File: config.mk
export PLATFORM = sky130hd
export DESIGN_NAME = dmem_stall_ctrl_flat
export DESIGN_NICKNAME = d
export VERILOG_FILES = /design/src/rtl/dmem_stall_ctrl_if.sv /design/src/rtl/dmem_stall_ctrl.sv /design/src/flat_wrapper.sv
export SDC_FILE = /design/constraint.sdc
export NUM_CORES = 1
export LEC_CHECK = 0
export CAP_MARGIN = 20
export CELL_PAD_IN_SITES_DETAIL_PLACEMENT = 0
export CELL_PAD_IN_SITES_GLOBAL_PLACEMENT = 1
export CORE_MARGIN = 5
export CORE_UTILIZATION = 31
export DETAILED_ROUTE_END_ITERATION = 12
export GPL_TIMING_DRIVEN = 1
export PLACE_DENSITY_LB_ADDON = 0.05
export SYNTH_ARGS = -nofsm -noshare
export SYNTH_HDL_FRONTEND = slang
export SYNTH_SLANG_ARGS = --single-unit
export TNS_END_PERCENT = 100
File: constraint.sdc
create_clock -name clk -period 2.47 [get_ports clk]
set_clock_uncertainty 0.15 [all_clocks]
set_input_delay 0.6175 -clock clk [delete_from_list [all_inputs] [get_ports clk]]
set_output_delay 0.6175 -clock clk [all_outputs]
set_load 0.01 [all_outputs]
File: src/rtl/dmem_stall_ctrl_if.sv
// Bundle between the EX/MEM pipeline stage, the stall sequencer and the data memory.
// Handshake: ex_rd/ex_wr are valid and held by the frozen pipeline until done; stall is the
// inverse of ready. mem_req is valid with mem_we/mem_addr/mem_wdata held stable until mem_ack.
interface dmem_stall_ctrl_if #(
  parameter int DW = 16
);
  logic          ex_rd;
  logic          ex_wr;
  logic [DW-1:0] ex_addr;
  logic [DW-1:0] ex_wdata;
  logic          stall;
  logic          done;
  logic [DW-1:0] rdata;
  logic          err;
  logic          mem_req;
  logic          mem_we;
  logic [DW-1:0] mem_addr;
  logic [DW-1:0] mem_wdata;
  logic          mem_ack;
  logic [DW-1:0] mem_rdata;

  modport master (
    input  ex_rd, ex_wr, ex_addr, ex_wdata, mem_ack, mem_rdata,
    output stall, done, rdata, err, mem_req, mem_we, mem_addr, mem_wdata
  );

  modport slave (
    output ex_rd, ex_wr, ex_addr, ex_wdata, mem_ack, mem_rdata,
    input  stall, done, rdata, err, mem_req, mem_we, mem_addr, mem_wdata
  );
endinterface

File: src/rtl/dmem_stall_ctrl.sv
// Data-memory access sequencer at EX/MEM: holds the pipeline during a multi-cycle access.
// Optional build macro DMEM_ALIGN_CHECK_EN rejects accesses with ex_addr[0]=1 as errors.
module dmem_stall_ctrl #(
  parameter int TIMEOUT = 16,
  parameter int DW      = 16
) (
  input  logic                  clk,
  input  logic                  rst,
  dmem_stall_ctrl_if.master     bus,
  output logic [1:0]            dbg_state
);

  localparam int TW = (TIMEOUT > 2) ? $clog2(TIMEOUT) : 1;

  typedef enum logic [1:0] {
    IDLE = 2'd0,
    REQ  = 2'd1,
    DONE = 2'd2
  } state_t;

  state_t        state;
  logic [TW-1:0] timer;
  logic          done_q;
  logic          err_q;
  logic [DW-1:0] rdata_q;
  logic          mem_req_q;
  logic          mem_we_q;
  logic [DW-1:0] mem_addr_q;
  logic [DW-1:0] mem_wdata_q;
  logic          access;
  logic          reject;

  assign access = bus.ex_rd ^ bus.ex_wr;

  // Accesses that complete with an error without ever reaching memory.
`ifdef DMEM_ALIGN_CHECK_EN
  assign reject = (bus.ex_rd & bus.ex_wr) | (access & bus.ex_addr[0]);
`else
  assign reject = bus.ex_rd & bus.ex_wr;
`endif

  // No path from mem_ack: only state and the EX/MEM request bits.
  always_comb begin
    bus.stall = ((state == IDLE) && (bus.ex_rd || bus.ex_wr)) || (state == REQ);
  end

  always_ff @(posedge clk or negedge rst) begin
    if (!rst) begin
      state       <= IDLE;
      timer       <= '0;
      done_q      <= 1'b0;
      err_q       <= 1'b0;
      rdata_q     <= '0;
      mem_req_q   <= 1'b0;
      mem_we_q    <= 1'b0;
      mem_addr_q  <= '0;
      mem_wdata_q <= '0;
    end else begin
      done_q <= 1'b0;
      case (state)
        IDLE: begin
          if (reject) begin
            err_q  <= 1'b1;
            done_q <= 1'b1;
            state  <= DONE;
          end else if (access) begin
            mem_req_q   <= 1'b1;
            mem_we_q    <= bus.ex_wr;
            mem_addr_q  <= bus.ex_addr;
            mem_wdata_q <= bus.ex_wdata;
            timer       <= '0;
            state       <= REQ;
          end
        end
        REQ: begin
          // An ack on the final timer cycle still wins over the timeout.
          if (bus.mem_ack) begin
            if (!mem_we_q) rdata_q <= bus.mem_rdata;
            err_q     <= 1'b0;
            mem_req_q <= 1'b0;
            done_q    <= 1'b1;
            state     <= DONE;
          end else if (timer == TW'(TIMEOUT - 1)) begin
            err_q     <= 1'b1;
            mem_req_q <= 1'b0;
            done_q    <= 1'b1;
            state     <= DONE;
          end else begin
            timer <= timer + TW'(1);
          end
        end
        DONE: state <= IDLE;
        default: state <= IDLE;
      endcase
    end
  end

  assign bus.done      = done_q;
  assign bus.err       = err_q;
  assign bus.rdata     = rdata_q;
  assign bus.mem_req   = mem_req_q;
  assign bus.mem_we    = mem_we_q;
  assign bus.mem_addr  = mem_addr_q;
  assign bus.mem_wdata = mem_wdata_q;
  assign dbg_state     = state;

endmodule

File: src/flat_wrapper.sv
// flat-port wrapper written by rule: the top's interface ports become plain ports
module dmem_stall_ctrl_flat 
#(
  parameter int TIMEOUT = 16,
  parameter int DW      = 16
)
  (clk, rst, dbg_state, bus_ex_rd, bus_ex_wr, bus_ex_addr, bus_ex_wdata, bus_mem_ack, bus_mem_rdata, bus_stall, bus_done, bus_rdata, bus_err, bus_mem_req, bus_mem_we, bus_mem_addr, bus_mem_wdata);
  dmem_stall_ctrl_if #(.DW(DW)) bus_i ();
  input  logic clk;
  input  logic rst;
  output logic [1:0] dbg_state;
  input wire logic [$bits(bus_i.ex_rd)-1:0] bus_ex_rd;
  input wire logic [$bits(bus_i.ex_wr)-1:0] bus_ex_wr;
  input wire logic [$bits(bus_i.ex_addr)-1:0] bus_ex_addr;
  input wire logic [$bits(bus_i.ex_wdata)-1:0] bus_ex_wdata;
  input wire logic [$bits(bus_i.mem_ack)-1:0] bus_mem_ack;
  input wire logic [$bits(bus_i.mem_rdata)-1:0] bus_mem_rdata;
  output wire logic [$bits(bus_i.stall)-1:0] bus_stall;
  output wire logic [$bits(bus_i.done)-1:0] bus_done;
  output wire logic [$bits(bus_i.rdata)-1:0] bus_rdata;
  output wire logic [$bits(bus_i.err)-1:0] bus_err;
  output wire logic [$bits(bus_i.mem_req)-1:0] bus_mem_req;
  output wire logic [$bits(bus_i.mem_we)-1:0] bus_mem_we;
  output wire logic [$bits(bus_i.mem_addr)-1:0] bus_mem_addr;
  output wire logic [$bits(bus_i.mem_wdata)-1:0] bus_mem_wdata;
  assign bus_i.ex_rd = bus_ex_rd;
  assign bus_i.ex_wr = bus_ex_wr;
  assign bus_i.ex_addr = bus_ex_addr;
  assign bus_i.ex_wdata = bus_ex_wdata;
  assign bus_i.mem_ack = bus_mem_ack;
  assign bus_i.mem_rdata = bus_mem_rdata;
  assign bus_stall = bus_i.stall;
  assign bus_done = bus_i.done;
  assign bus_rdata = bus_i.rdata;
  assign bus_err = bus_i.err;
  assign bus_mem_req = bus_i.mem_req;
  assign bus_mem_we = bus_i.mem_we;
  assign bus_mem_addr = bus_i.mem_addr;
  assign bus_mem_wdata = bus_i.mem_wdata;
  dmem_stall_ctrl #(.TIMEOUT(TIMEOUT), .DW(DW)) u_core (.clk(clk), .rst(rst), .bus(bus_i), .dbg_state(dbg_state));
endmodule
# ---- After elaboration in Yosys (flattened, before gate mapping)
# Index checks and enable logic that the tools add are counted.
dict set report word_totals {
  register_bits 58
  wordCells 57
  out_inout_bits 55
  in_bits 53
}
dict set report classes {
  bitwise_logic 4
  muxes 23
  addsub 1
  n_reduce_logical 11
  eq_ne 9
}
# cell count
set op_table {}
lappend op_table {{two-way mux 4 bit} 4}
lappend op_table {{two-way mux 1 bit} 10}
lappend op_table {{AND reduction 3 bit} 3}
lappend op_table {{two-way mux 2 bit} 4}
lappend op_table {{one-hot mux 4 bit (2 select lines)} 1}
lappend op_table {{inequality test 2 bit, second input constant} 3}
lappend op_table {{one-hot mux 1 bit (2 select lines)} 3}
lappend op_table {{AND reduction 5 bit} 1}
lappend op_table {{adder 4 x 1 -> 4 bit, second input constant} 1}
lappend op_table {{equality test 4 bit, second input constant} 1}
lappend op_table {{inequality test 2 x 1 -> 1 bit, second input constant} 2}
lappend op_table {{one-hot mux 2 bit (2 select lines)} 1}
lappend op_table {{AND reduction 4 bit} 1}
lappend op_table {{inequality test 3 x 1 -> 1 bit, second input constant} 1}
lappend op_table {{inequality test 3 bit, second input constant} 1}
lappend op_table {{equality test 2 x 1 -> 1 bit, second input constant} 1}
lappend op_table {{zero test 2 bit} 1}
lappend op_table {{logical OR 1 bit} 2}
lappend op_table {{NOT 1 bit} 2}
lappend op_table {{AND reduction 2 bit} 1}
lappend op_table {{nonzero test 2 bit} 1}
lappend op_table {{bitwise AND 1 bit} 1}
lappend op_table {{logical AND 1 bit} 1}
lappend op_table {{XOR 1 bit} 1}

# ---- Depth between registers and ports, before layout
# Gate-level depths: netlist (run 1).
dict set report logic_depth {
  word_depth 4
  depth_mapped 7
  ltp_nobuf 5
}

# ---- Worst setup path after synthesis (run 1)
# OpenSTA, ideal clock, no wires.
dict set report synth_path {
  path_kind {input to register}
  startpoint {in bus_ex_wr}
  endpoint {reg u_core.timer[2]}
  t_arrival_ps 1789
  path_slack_ps 402
  setup_ps 129
  stages 6
  path_buffers 2
  path_cell_list {ha_1 or4b_1 clkbuf_1 buf_2 a21oi_1 a31oi_1}
}
dict set report synth_via {
  elab_chain_len 3
  elab_cells_between_ends 5
}
# item line
set synth_lines {}
lappend synth_lines {{start: declaration} flat_wrapper.sv:13} ;# input wire logic [$bits(bus_i.ex_wr)-1:0] bus_ex_wr;
lappend synth_lines {{XOR 1 bit or bitwise AND 1 bit (tied branches)} {dmem_stall_ctrl.sv:33, dmem_stall_ctrl.sv:39}}
lappend synth_lines {{inequality test 2 x 1 -> 1 bit (no source line) or inequality test 2 bit (tied branches)} n/a}
lappend synth_lines {{AND reduction 5 bit (no source line) (*)} n/a}
lappend synth_lines {{end signal: assignment} dmem_stall_ctrl.sv:89} ;# timer <= timer + TW'(1);
lappend synth_lines {{end: declaration} dmem_stall_ctrl.sv:22} ;# logic [TW-1:0] timer;
# Mark *: on every way between the ends. The rest lies on a longest branch, timed or not.
# A chain may end at the register's enable or synchronous reset.

# ---- Final worst setup path (run 1)
dict set report layout_path {
  startpoint {in bus_ex_wr}
  endpoint {out bus_stall}
}
dict set report layout_via {
  elab_chain_len 3
}
# item line
set layout_lines {}
lappend layout_lines {{logical OR 1 bit} dmem_stall_ctrl.sv:44} ;# bus.stall = ((state == IDLE) && (bus.ex_rd || bus.ex_wr)) || (state == REQ);
lappend layout_lines {{logical AND 1 bit} dmem_stall_ctrl.sv:44}
lappend layout_lines {{logical OR 1 bit} dmem_stall_ctrl.sv:44}
lappend layout_lines {{end: declaration} flat_wrapper.sv:18} ;# output wire logic [$bits(bus_i.stall)-1:0] bus_stall;
# Every way passes these cells.

==> reports/qor.txt, run 1 <==
First-pass GRT wire length = 10,200 um
DRC = 0
Fmax = 414 MHz
Worst Hold Class = input pin to async pin
Cts bufs inserted = 9
Startpoint Class = input pin
Final setup viols = 0
TritonCTS clock tree = done
Final min period = 2.41 ns
Root Buffer = clkbuf_8
Met2 WL = 2880 um
Worst flop-to-flop path startpoint = u_core.dbg_state[1]
Reg clk slew, reported paths = 0.06 ns
Initial Util = 31.3%
Antenna Violating Nets Remaining = 0
Post-synthesis cell count = 219
Critical path required time = 1.70 ns
Critical path type = input pin to primary output
Total power = 4.57 mW
Sink Count = 58
Vias post-DR = 1,903
Util after Layout = 49.9%
DR vias/cell = 4.32
Crit end category = primary output
Pre-CTS WS = -0.407 ns
CP Max Fanout = 2
Met3 routed WL = 350 um
WL/cell = 14.0 um
Number of global-route vias before repair = 1,996
Post-Syn Area = 2380 um2
Initial DRC Count = 51
Max-Cap Viols = 0
Worst R2R Path Depth = 5
Syn Nets = 275
Mean post-synth cell area = 10.9 um2
Seq/Total Area, Yosys = 61.0%
LEAKAGE = 1.76 nW
Fin. Hold Viols = 0
Ant diodes = 0
#FFs+latches synth = 58
Total grt overflow = 0
Detailed placer's ending HPWL = 4280 um
Critical-path cell list = clkdlybuf4s50_1, inv_1, ha_1, a21oi_2, buf_2
Clk_lat worst skew = 0.33 ns
Status = finished, final reports clean
Initial antenna violation count = 0
Max clock buf depth = 2
Slew margin rel. = 76.7%
Total track usage = 13.4%
Drt total wl = 6180 um
Postcts setup bufs = 0
Slowest stage delay, CP = 0.48 ns
NumNets Final = 392
Final setup TNS = 0 ns
Die height = 97.6 um
Rows = 32
# port buffers = 107
Syn-to-layout area delta = 59.6%
RSZ-0062 raised after global routing = no
PD cells = 1200 nW/um2
DRT met1 WL = 2830 um
Highest Signal Layer = met4
WHS = 0.119 ns
FF-to-FF setup slack = 0.54 ns
Io pins = 108
GPL Wtd Cong = 0.739
Die span in x = 97.6 um
Critical Path AT = 1.65 ns
Largest net degree at the start of global routing = 59
Max Slew Vio Count = 0
Final worst slack = 0.0571 ns
Period utilization = 97.7%
DIE AREA = 9530 um2
Pre-antenna DRT Iters = 4
Core ar. = 7610 um2
Tightest Pin Transition = 0.349 ns
Layout cell share with drive strength beyond 1 = 14.2%
CP max-delay cell = clkdlybuf4s50_1
Peak VDD IR = 0.469 mV
Library cells used by synthesis = 34
Worst setup path startpoint = bus_ex_wr
Reg-to-reg critical path endpoint = u_core.timer[2]
Yosys Warn Count = 0
H-tree depth = 3
==> cell type report <==
type | count | area [um2]
multi-input cells | 145 | 853
inverters | 5 | 18.8
fillers | 723 | 3810
clock buffers | 10 | 128
repair buffers | 117 | 1170
clock inverters | 4 | 45.0
well taps | 102 | 128
flip-flops and latches | 58 | 1450
==> through the flow <==
stage / instances / cell area (um2)
2_1_floorplan: 219 / 2380
3_3_place_gp: 427 / 3630
3_5_place_dp: 427 / 3630
4_1_cts: 441 / 3790
5_1_grt: 441 / 3800
6_report: 441 / 3800
==> worst max path at each step <==
stage,to,depth (start not counted)
after CTS,bus_stall,5
after detailed placement,bus_stall,5
after global placement,bus_stall,5
after floorplan,u_core.timer[2],6
after global routing,bus_stall,5
final,bus_stall,5
==> cell usage in the layout, fill, tap and decap left out, types with 2 or more instances in the layout <==
cell | synthesis | routed
mux2_2 | 6 | 6
ha_1 | 3 | 3
nor2_1 | 2 | 2
clkinv_2 | 0 | 3
clkdlybuf4s50_1 | 0 | 105
o21ai_1 | 2 | 2
nand2_1 | 98 | 98
mux2_4 | 10 | 10
inv_1 | 4 | 4
dfrtp_1 | 58 | 58
buf_4 | 1 | 7
a31oi_1 | 2 | 2
buf_12 | 0 | 3
clkbuf_8 | 0 | 9
buf_2 | 7 | 2
a211oi_1 | 2 | 2
==> worst max-delay path, delay by kind of cell <==
family	cells	cell delay [ns]
buf+inv	3	0.69
compound gates	1	0.13
fa+ha+maj	1	0.21
==> cell usage after synthesis, drive strengths merged <==
cell,number,area (um2)
o21ai,4,23.8
nor4,1,21.3
nor4bb,1,10.0
dfrtp,58,1450
nor2,2,7.51
and3,1,6.26
buf,10,65.1
o211ai,1,7.51
a211oi,2,15.0
o21bai,1,7.51
or2,1,6.26
nor4b,1,15.0
mux2,16,218
o31ai,1,7.51
or4b,1,10.0
inv,5,18.8
nand3,1,5.00
ha,3,37.5
mux2i,1,10.0
nand2,98,368
a21oi,2,10.0
a31oi,2,12.5
nand2b,1,6.26
or3b,1,11.3
o311a,1,10.0
o22ai,1,6.26
a2bb2oi,1,8.76
clkbuf,1,3.75
==> where the power goes <==
group / internal, mW / switching, mW / total, mW
clock: 0.450 / 0.369 / 0.818
combinational: 1.23 / 0.871 / 2.10
sequential: 1.39 / 0.252 / 1.64
==> flip-flops by register name, summed over array words and instances (netlist names) <==
name / count
u_core.timer: 4
u_core.bus.mem_req: 1
u_core.bus.rdata: 16
u_core.bus.mem_addr: 16
u_core.bus.mem_wdata: 16
u_core.bus.err: 1
u_core.dbg_state: 2
u_core.bus.done: 1
u_core.bus.mem_we: 1
==> kinds of logic after synthesis <==
group	after synthesis	synth area share [%]
compound gates	16	4.57
fa+ha+maj	3	1.58
buf+inv	16	3.68
flops	58	61.0
mux	17	9.57
simple gates	109	19.6
==> routing by layer <==
| layer | track usage (%) | vias to the layer above |
|---|---|---|
| met5 | 0 | - |
| met3 | 4.31 | 9 |
| met4 | 6.71 | 0 |
| met1 | 17.1 | 901 |
| met2 | 20.6 | 57 |
| li1 | - | 936 |
==> timing repair <==
action                                  4_1_cts  5_1_grt
hold buffers                                  0        0
endpoints found under the setup margin        1        1
resized for setup                             4        1
endpoints found under the hold margin         0        0
Note: power is estimated with default switching activity, not from simulation.
==> run 2, diff against run 1 <==
--- a/config.mk
+++ b/config.mk
@@ -8,10 +8,12 @@
 export CAP_MARGIN = 20
 export CELL_PAD_IN_SITES_DETAIL_PLACEMENT = 0
 export CELL_PAD_IN_SITES_GLOBAL_PLACEMENT = 1
+export CORE_ASPECT_RATIO = 1.1
 export CORE_MARGIN = 5
 export CORE_UTILIZATION = 31
 export DETAILED_ROUTE_END_ITERATION = 12
 export GPL_TIMING_DRIVEN = 1
+export HOLD_SLACK_MARGIN = 0.12
 export PLACE_DENSITY_LB_ADDON = 0.05
 export SYNTH_ARGS = -nofsm -noshare
 export SYNTH_HDL_FRONTEND = slang
==> run 2 against run 1 <==
Flip-flop and latch count unchanged. Critical path depth unchanged. Critical endpoint unchanged. Die area about the same. Via count increased by 1.1%. Largest cell class unchanged. Critical path type unchanged. Design area increased by 2.7%. Clock power increased by 36%.
==> reports/qor.txt, run 2 (synthesized netlist as in run 1, its figures left out) <==
Slew margin rel. = 54.3% (was 76.7%)
Total grt overflow = 0 (unchanged)
Vias post-DR = 1,924 (was 1,903)
Met3 GRT Util = 2.87% (was 4.31%)
Fin. Hold Viols = 0 (unchanged)
Initial antenna violation count = 0 (unchanged)
NumNets Final = 395 (was 392)
Final setup viols = 0 (unchanged)
Total track usage = 13.5% (was 13.4%)
Layout cell share with drive strength beyond 1 = 15.1% (was 14.2%)
Rows = 33 (was 32)
Max-Cap Viols = 0 (unchanged)
RSZ-0062 raised after global routing = no (unchanged)
Pre-antenna DRT Iters = 4 (unchanged)
Ant diodes = 0 (unchanged)
Max clock buf depth = 2 (unchanged)
Commonest non-fill, non-tap cell in the layout = clkdlybuf4s50_1 (unchanged)
Reg clk slew, reported paths = 0.07 ns (was 0.06 ns)
Root Buffer = clkbuf_8 (unchanged)
Worst Hold Class = input pin to async pin (unchanged)
DR vias/cell = 4.29 (was 4.32)
WHS = 0.177 ns (was 0.119 ns)
Most frequent cells in the layout = clkdlybuf4s50_1 (105), nand2_1 (98), dfrtp_1 (58) (unchanged)
Detailed placer's ending HPWL = 4310 um (was 4280 um)
# port buffers = 107 (unchanged)
Busiest grt layer = met2 (unchanged)
Tightest Pin Transition = 0.686 ns (was 0.349 ns)
Syn-to-layout area delta = 63.9% (was 59.6%)
Startpoint Class = input pin (unchanged)
Cts bufs inserted = 9 (unchanged)
H-tree depth = 3 (unchanged)
Sink Count = 58 (unchanged)
Fmax = 412 MHz (was 414 MHz)
Final Non-Filler Cells = 449 (was 441)
DRC = 0 (unchanged)
Critical path required time = 1.70 ns (about the same)
Initial Util = 31.8% (was 31.3%)
TritonCTS clock tree = done (unchanged)
DIE AREA = 9530 um2 (about the same)
Drt total wl = 6130 um (was 6180 um)
Status = finished, final reports clean (unchanged)
DP Cell Count = 433 (was 427)
Filler Cell Count = 702 (was 723)
Peak VDD IR = 0.543 mV (was 0.469 mV)
CP Max Fanout = 2 (unchanged)
Postcts setup bufs = 0 (unchanged)
Final min period = 2.43 ns (was 2.41 ns)
Die span in x = 93.5 um (was 97.6 um)
Core ar. = 7470 um2 (was 7610 um2)
PD cells = 1250 nW/um2 (was 1200 nW/um2)
Critical path type = input pin to primary output (unchanged)
Met1 GRT Util = 17.5% (was 17.1%)
Critical Path AT = 1.66 ns (was 1.65 ns)
Die height = 102 um (was 97.6 um)
Period utilization = 98.2% (was 97.7%)
First-pass GRT wire length = 9990 um (was 10,200 um)
Io pins = 108 (unchanged)
Crit end category = primary output (unchanged)
GR Layer Usage met2 = 21.7% (was 20.6%)
Number of global-route vias before repair = 2,002 (was 1,996)
Largest net degree at the start of global routing = 33 (was 59)
Clk_lat worst skew = 0.33 ns (about the same)
Antenna Violating Nets Remaining = 0 (unchanged)
Max Slew Vio Count = 0 (unchanged)
WL/cell = 13.7 um (was 14.0 um)
LEAKAGE = 1.80 nW (was 1.76 nW)
Initial DRC Count = 46 (was 51)
GPL Wtd Cong = 0.760 (was 0.739)
[run 2: cell types whose count changed in the layout (fill, tap and decap cells not counted), sizes merged]
cell      delta
buf          +3
clkbuf       +2
clkinv       -3
clkinvlp     +1
bufinv       +2
[run 2: worst paths after layout]
check	startpoint	endpoint	slack [ns]	cells after the start
worst max-delay path	bus_ex_wr	bus_stall	0.04	5
worst min-delay path	rst	u_core.bus.rdata[1]	0.18	1
worst max register to register	u_core.dbg_state[0]	u_core.bus.mem_addr[15]	0.64	5
worst min register to register	u_core.bus.mem_addr[9]	u_core.bus.mem_addr[9]	0.32	2
max in group asynchronous	rst	u_core.bus.mem_addr[12]	1.37	2
min in group clk	u_core.bus.mem_addr[9]	u_core.bus.mem_addr[9]	0.32	2
[run 2: power by group]
part	leakage (nW)	switching, mW	total (mW)	internal (mW)
clock network	0.123	0.383	1.11	0.726
registers	0.715	0.241	1.63	1.39
logic	0.966	0.883	2.13	1.24
[run 2: critical path, cell delays in order]
cell             delay [ns]
clkdlybuf4s50_1        0.48
inv_1                  0.06
ha_1                   0.20
a21oi_1                0.13
buf_2                  0.16
[run 2: per-stage QoR]
| step | power (mW) | setup WS (ns) | area, um2 | TNS [ns] | utilization [%] |
|---|---|---|---|---|---|
| 2_1_floorplan | 2.59 | 0.402 | 2380 | 0 | - |
| 3_3_place_gp | 3.81 | -0.394 | 3650 | -6.50 | 48.9 |
| 3_5_place_dp | 3.83 | -0.392 | 3650 | -7.01 | 48.9 |
| 4_1_cts | 4.96 | 0.0350 | 3900 | 0 | 52.2 |
| 5_1_grt | 5.19 | 0.00760 | 3900 | 0 | 52.2 |
| 6_report | 4.87 | 0.0435 | 3900 | 0 | 52.2 |
[run 2: layout make-up]
| class | count | area, um2 | share of cell area [%] |
|---|---|---|---|
| clock inverters | 4 | 97.6 | 2.50 |
| clock buffers | 12 | 155 | 3.98 |
| flip-flops and latches | 58 | 1450 | 37.2 |
| repair buffers | 120 | 1200 | 30.7 |
| multi-input cells | 145 | 850 | 21.8 |
| inverters | 5 | 18.8 | 0.481 |
| well taps | 105 | 131 | 3.37 |
[run 2: repair_timing]
item | CTS | global route
gates resized for setup | 4 | 0
setup endpoints to repair | 1 | 1
hold buffers | 0 | 0
pin swaps | 0 | 1
[run 2: per-layer routing]
layer,routed length [um],up-vias,part of all wire [%]
met5,0,-,0
met2,2880,52,47
met3,342,7,5.6
met4,75,0,1.2
met1,2830,917,46
li1,-,948,-
==> run 3, diff against run 2 <==
--- a/config.mk
+++ b/config.mk
@@ -9,10 +9,10 @@
 export CELL_PAD_IN_SITES_DETAIL_PLACEMENT = 0
 export CELL_PAD_IN_SITES_GLOBAL_PLACEMENT = 1
 export CORE_ASPECT_RATIO = 1.1
-export CORE_MARGIN = 5
+export CORE_MARGIN = 8
 export CORE_UTILIZATION = 31
 export DETAILED_ROUTE_END_ITERATION = 12
-export GPL_TIMING_DRIVEN = 1
+export GPL_TIMING_DRIVEN = 0
 export HOLD_SLACK_MARGIN = 0.12
 export PLACE_DENSITY_LB_ADDON = 0.05
 export SYNTH_ARGS = -nofsm -noshare
==> run 3 against run 2 <==
Cell count is 0.22% lower. Register-to-register slack worse by 0.10 ns. Design area is 1.1% lower. Hold slack worse by 0.053 ns. Maximum frequency is 0.24% higher. Clock power hardly changed. Critical endpoint unchanged. Highest routed layer unchanged.
==> reports/qor.txt, run 3 (synthesized netlist as in run 1, its figures left out) <==
Status = finished, final reports clean (unchanged)
Total track usage = 12.6% (was 13.5%)
Slew margin rel. = 61.9% (was 54.3%)
CP Max Fanout = 2 (unchanged)
Rows = 33 (unchanged)
Die height = 108 um (was 102 um)
Initial antenna violation count = 0 (unchanged)
Antenna Violating Nets Remaining = 0 (unchanged)
Period utilization = 98.0% (was 98.2%)
Initial Util = 31.8% (unchanged)
Core ar. = 7470 um2 (unchanged)
Hold Buf Count CTS = 0 (unchanged)
Filler Cell Count = 707 (was 702)
P_int = 3.33 mW (was 3.36 mW)
# port buffers = 107 (unchanged)
Die span in x = 99.5 um (was 93.5 um)
LEAKAGE = 1.79 nW (was 1.80 nW)
Comb power frac = 43.7% (about the same)
Reg clk slew, reported paths = 0.07 ns (about the same)
Slowest stage delay, CP = 0.48 ns (about the same)
Clk_lat worst skew = 0.33 ns (about the same)
Critical path type = input pin to primary output (unchanged)
RSZ-0062 raised after global routing = no (unchanged)
Area post-placement = 3600 um2 (was 3650 um2)
Fin. Hold Viols = 0 (unchanged)
Initial DRC Count = 27 (was 46)
Final Cell Area = 3860 um2 (was 3900 um2)
Crit end category = primary output (unchanged)
DIE AREA = 10,700 um2 (was 9530 um2)
Cts bufs inserted = 9 (unchanged)
Root Buffer = clkbuf_8 (unchanged)
NumNets Final = 394 (was 395)
Worst Hold Class = input pin to async pin (unchanged)
Sw frac = 31.2% (was 31.0%)
Max-Cap Viols = 0 (unchanged)
GPL Wtd Cong = 0.750 (was 0.760)
Area of the multi-input gates = 850 um2 (unchanged)
First-pass GRT wire length = 10,600 um (was 9990 um)
Total grt overflow = 0 (unchanged)
Fmax = 413 MHz (was 412 MHz)
Largest net degree at the start of global routing = 36 (was 33)
Io pins = 108 (unchanged)
Worst path top cell family by delay = buffers and inverters (unchanged)
Commonest non-fill, non-tap cell in the layout = clkdlybuf4s50_1 (unchanged)
Pre-antenna DRT Iters = 4 (unchanged)
Critical Path AT = 1.65 ns (was 1.66 ns)
DRC = 0 (unchanged)
Number of global-route vias before repair = 2,001 (was 2,002)
Startpoint Class = input pin (unchanged)
H-tree depth = 3 (unchanged)
WL/cell = 14.4 um (was 13.7 um)
Max Slew Vio Count = 0 (unchanged)
CP max-delay cell = clkdlybuf4s50_1 (unchanged)
FF+latch area = 1450 um2 (unchanged)
NetSw = 1.51 mW (about the same)
Max clock buf depth = 2 (unchanged)
Vias post-DR = 1,917 (was 1,924)
Most frequent cells in the layout = clkdlybuf4s50_1 (105), nand2_1 (98), dfrtp_1 (58) (unchanged)
PD cells = 1260 nW/um2 (was 1250 nW/um2)
Tightest Pin Transition = 0.571 ns (was 0.686 ns)
Detailed placer's ending HPWL = 4860 um (was 4310 um)
Drt total wl = 6470 um (was 6130 um)
Ant diodes = 0 (unchanged)
Critical path required time = 1.70 ns (about the same)
Clock Power Share = 22.8% (about the same)
Worst Path Buf+Inv = 3 (unchanged)
Sequential group share of total power = 33.5% (about the same)
Peak VDD IR = 0.556 mV (was 0.543 mV)
Final setup TNS = 0 ns (unchanged)
TritonCTS clock tree = done (unchanged)
Syn-to-layout area delta = 62.1% (was 63.9%)
Critical-path cell list = clkdlybuf4s50_1, inv_1, ha_1, a21oi_1, buf_2 (unchanged)
Total power = 4.85 mW (was 4.87 mW)
DR vias/cell = 4.28 (was 4.29)
Final min period = 2.42 ns (was 2.43 ns)
Sink Count = 58 (unchanged)
Layout cell share with drive strength beyond 1 = 14.9% (was 15.1%)
Final setup viols = 0 (unchanged)
run 3: cell count changes in the layout (fill, tap and decap cells not counted):
| cell | delta |
|---|---|
| buf_4 | -8 |
| buf_2 | +6 |
| buf_12 | -2 |
| buf_6 | +2 |
| clkbuf_2 | +1 |
run 3: worst register-to-register path, delay by kind of cell (launching register included):
family	cells	cell delay, ns
buffers and inverters	2	0.45
flip-flops	1	0.39
multiplexers	1	0.32
AND/OR/NAND/NOR	1	0.52
run 3: through the flow:
step	hold WS, ns	utilization, %	instances	setup WS [ns]
2_1_floorplan	0.172	-	219	0.402
3_3_place_gp	0.307	47.9	431	-1.36
3_5_place_dp	0.311	48.1	432	-0.404
4_1_cts	0.136	51.4	448	0.0217
5_1_grt	0.159	51.6	448	0.00405
6_report	0.124	51.6	448	0.0494
run 3: worst paths after layout:
kind	startpoint	endpoint	slack (ns)	depth (start not counted)
max	bus_ex_wr	bus_stall	0.05	5
min	rst	u_core.bus.rdata[2]	0.12	1
max reg2reg	u_core.dbg_state[1]	u_core.bus.rdata[6]	0.54	4
min reg2reg	u_core.bus.mem_addr[0]	u_core.bus.mem_addr[0]	0.32	2
max in group asynchronous	rst	u_core.bus.mem_wdata[5]	1.45	2
min in group clk	u_core.bus.mem_addr[0]	u_core.bus.mem_addr[0]	0.32	2
run 3: timing repair:
action / in CTS / in global routing
buffers inserted: 0 / 0
endpoints found under the setup margin: 1 / 8
resized for setup: 4 / 4
pin swaps: 0 / 1
run 3: final cells by class:
type | count | share of cell area [%]
tap | 105 | 3.41
inverter | 5 | 0.487
multi-input combinational | 145 | 22.0
buffer | 11 | 1.88
sequential | 58 | 37.6
clock inverter | 4 | 2.53
clock buffer | 12 | 4.02
timing repair buffer | 108 | 28.0
run 3: layer usage:
| layer | track usage, % | vias up | wire length [um] |
|---|---|---|---|
| li1 | - | 944 | - |
| met1 | 15.6 | 902 | 2850 |
| met2 | 19.9 | 60 | 3150 |
| met3 | 3.88 | 11 | 373 |
| met4 | 5.52 | 0 | 101 |
| met5 | 0 | - | 0 |
run 3: power groups by stage:
stage	Combinational [mW]	Sequential, mW	Clock, mW
after floorplan	0.748	1.84	0
after global placement	2.13	1.63	0
after detailed placement	2.15	1.65	0
after CTS	2.16	1.63	1.13
after global routing	2.33	1.69	1.17
final	2.12	1.62	1.10
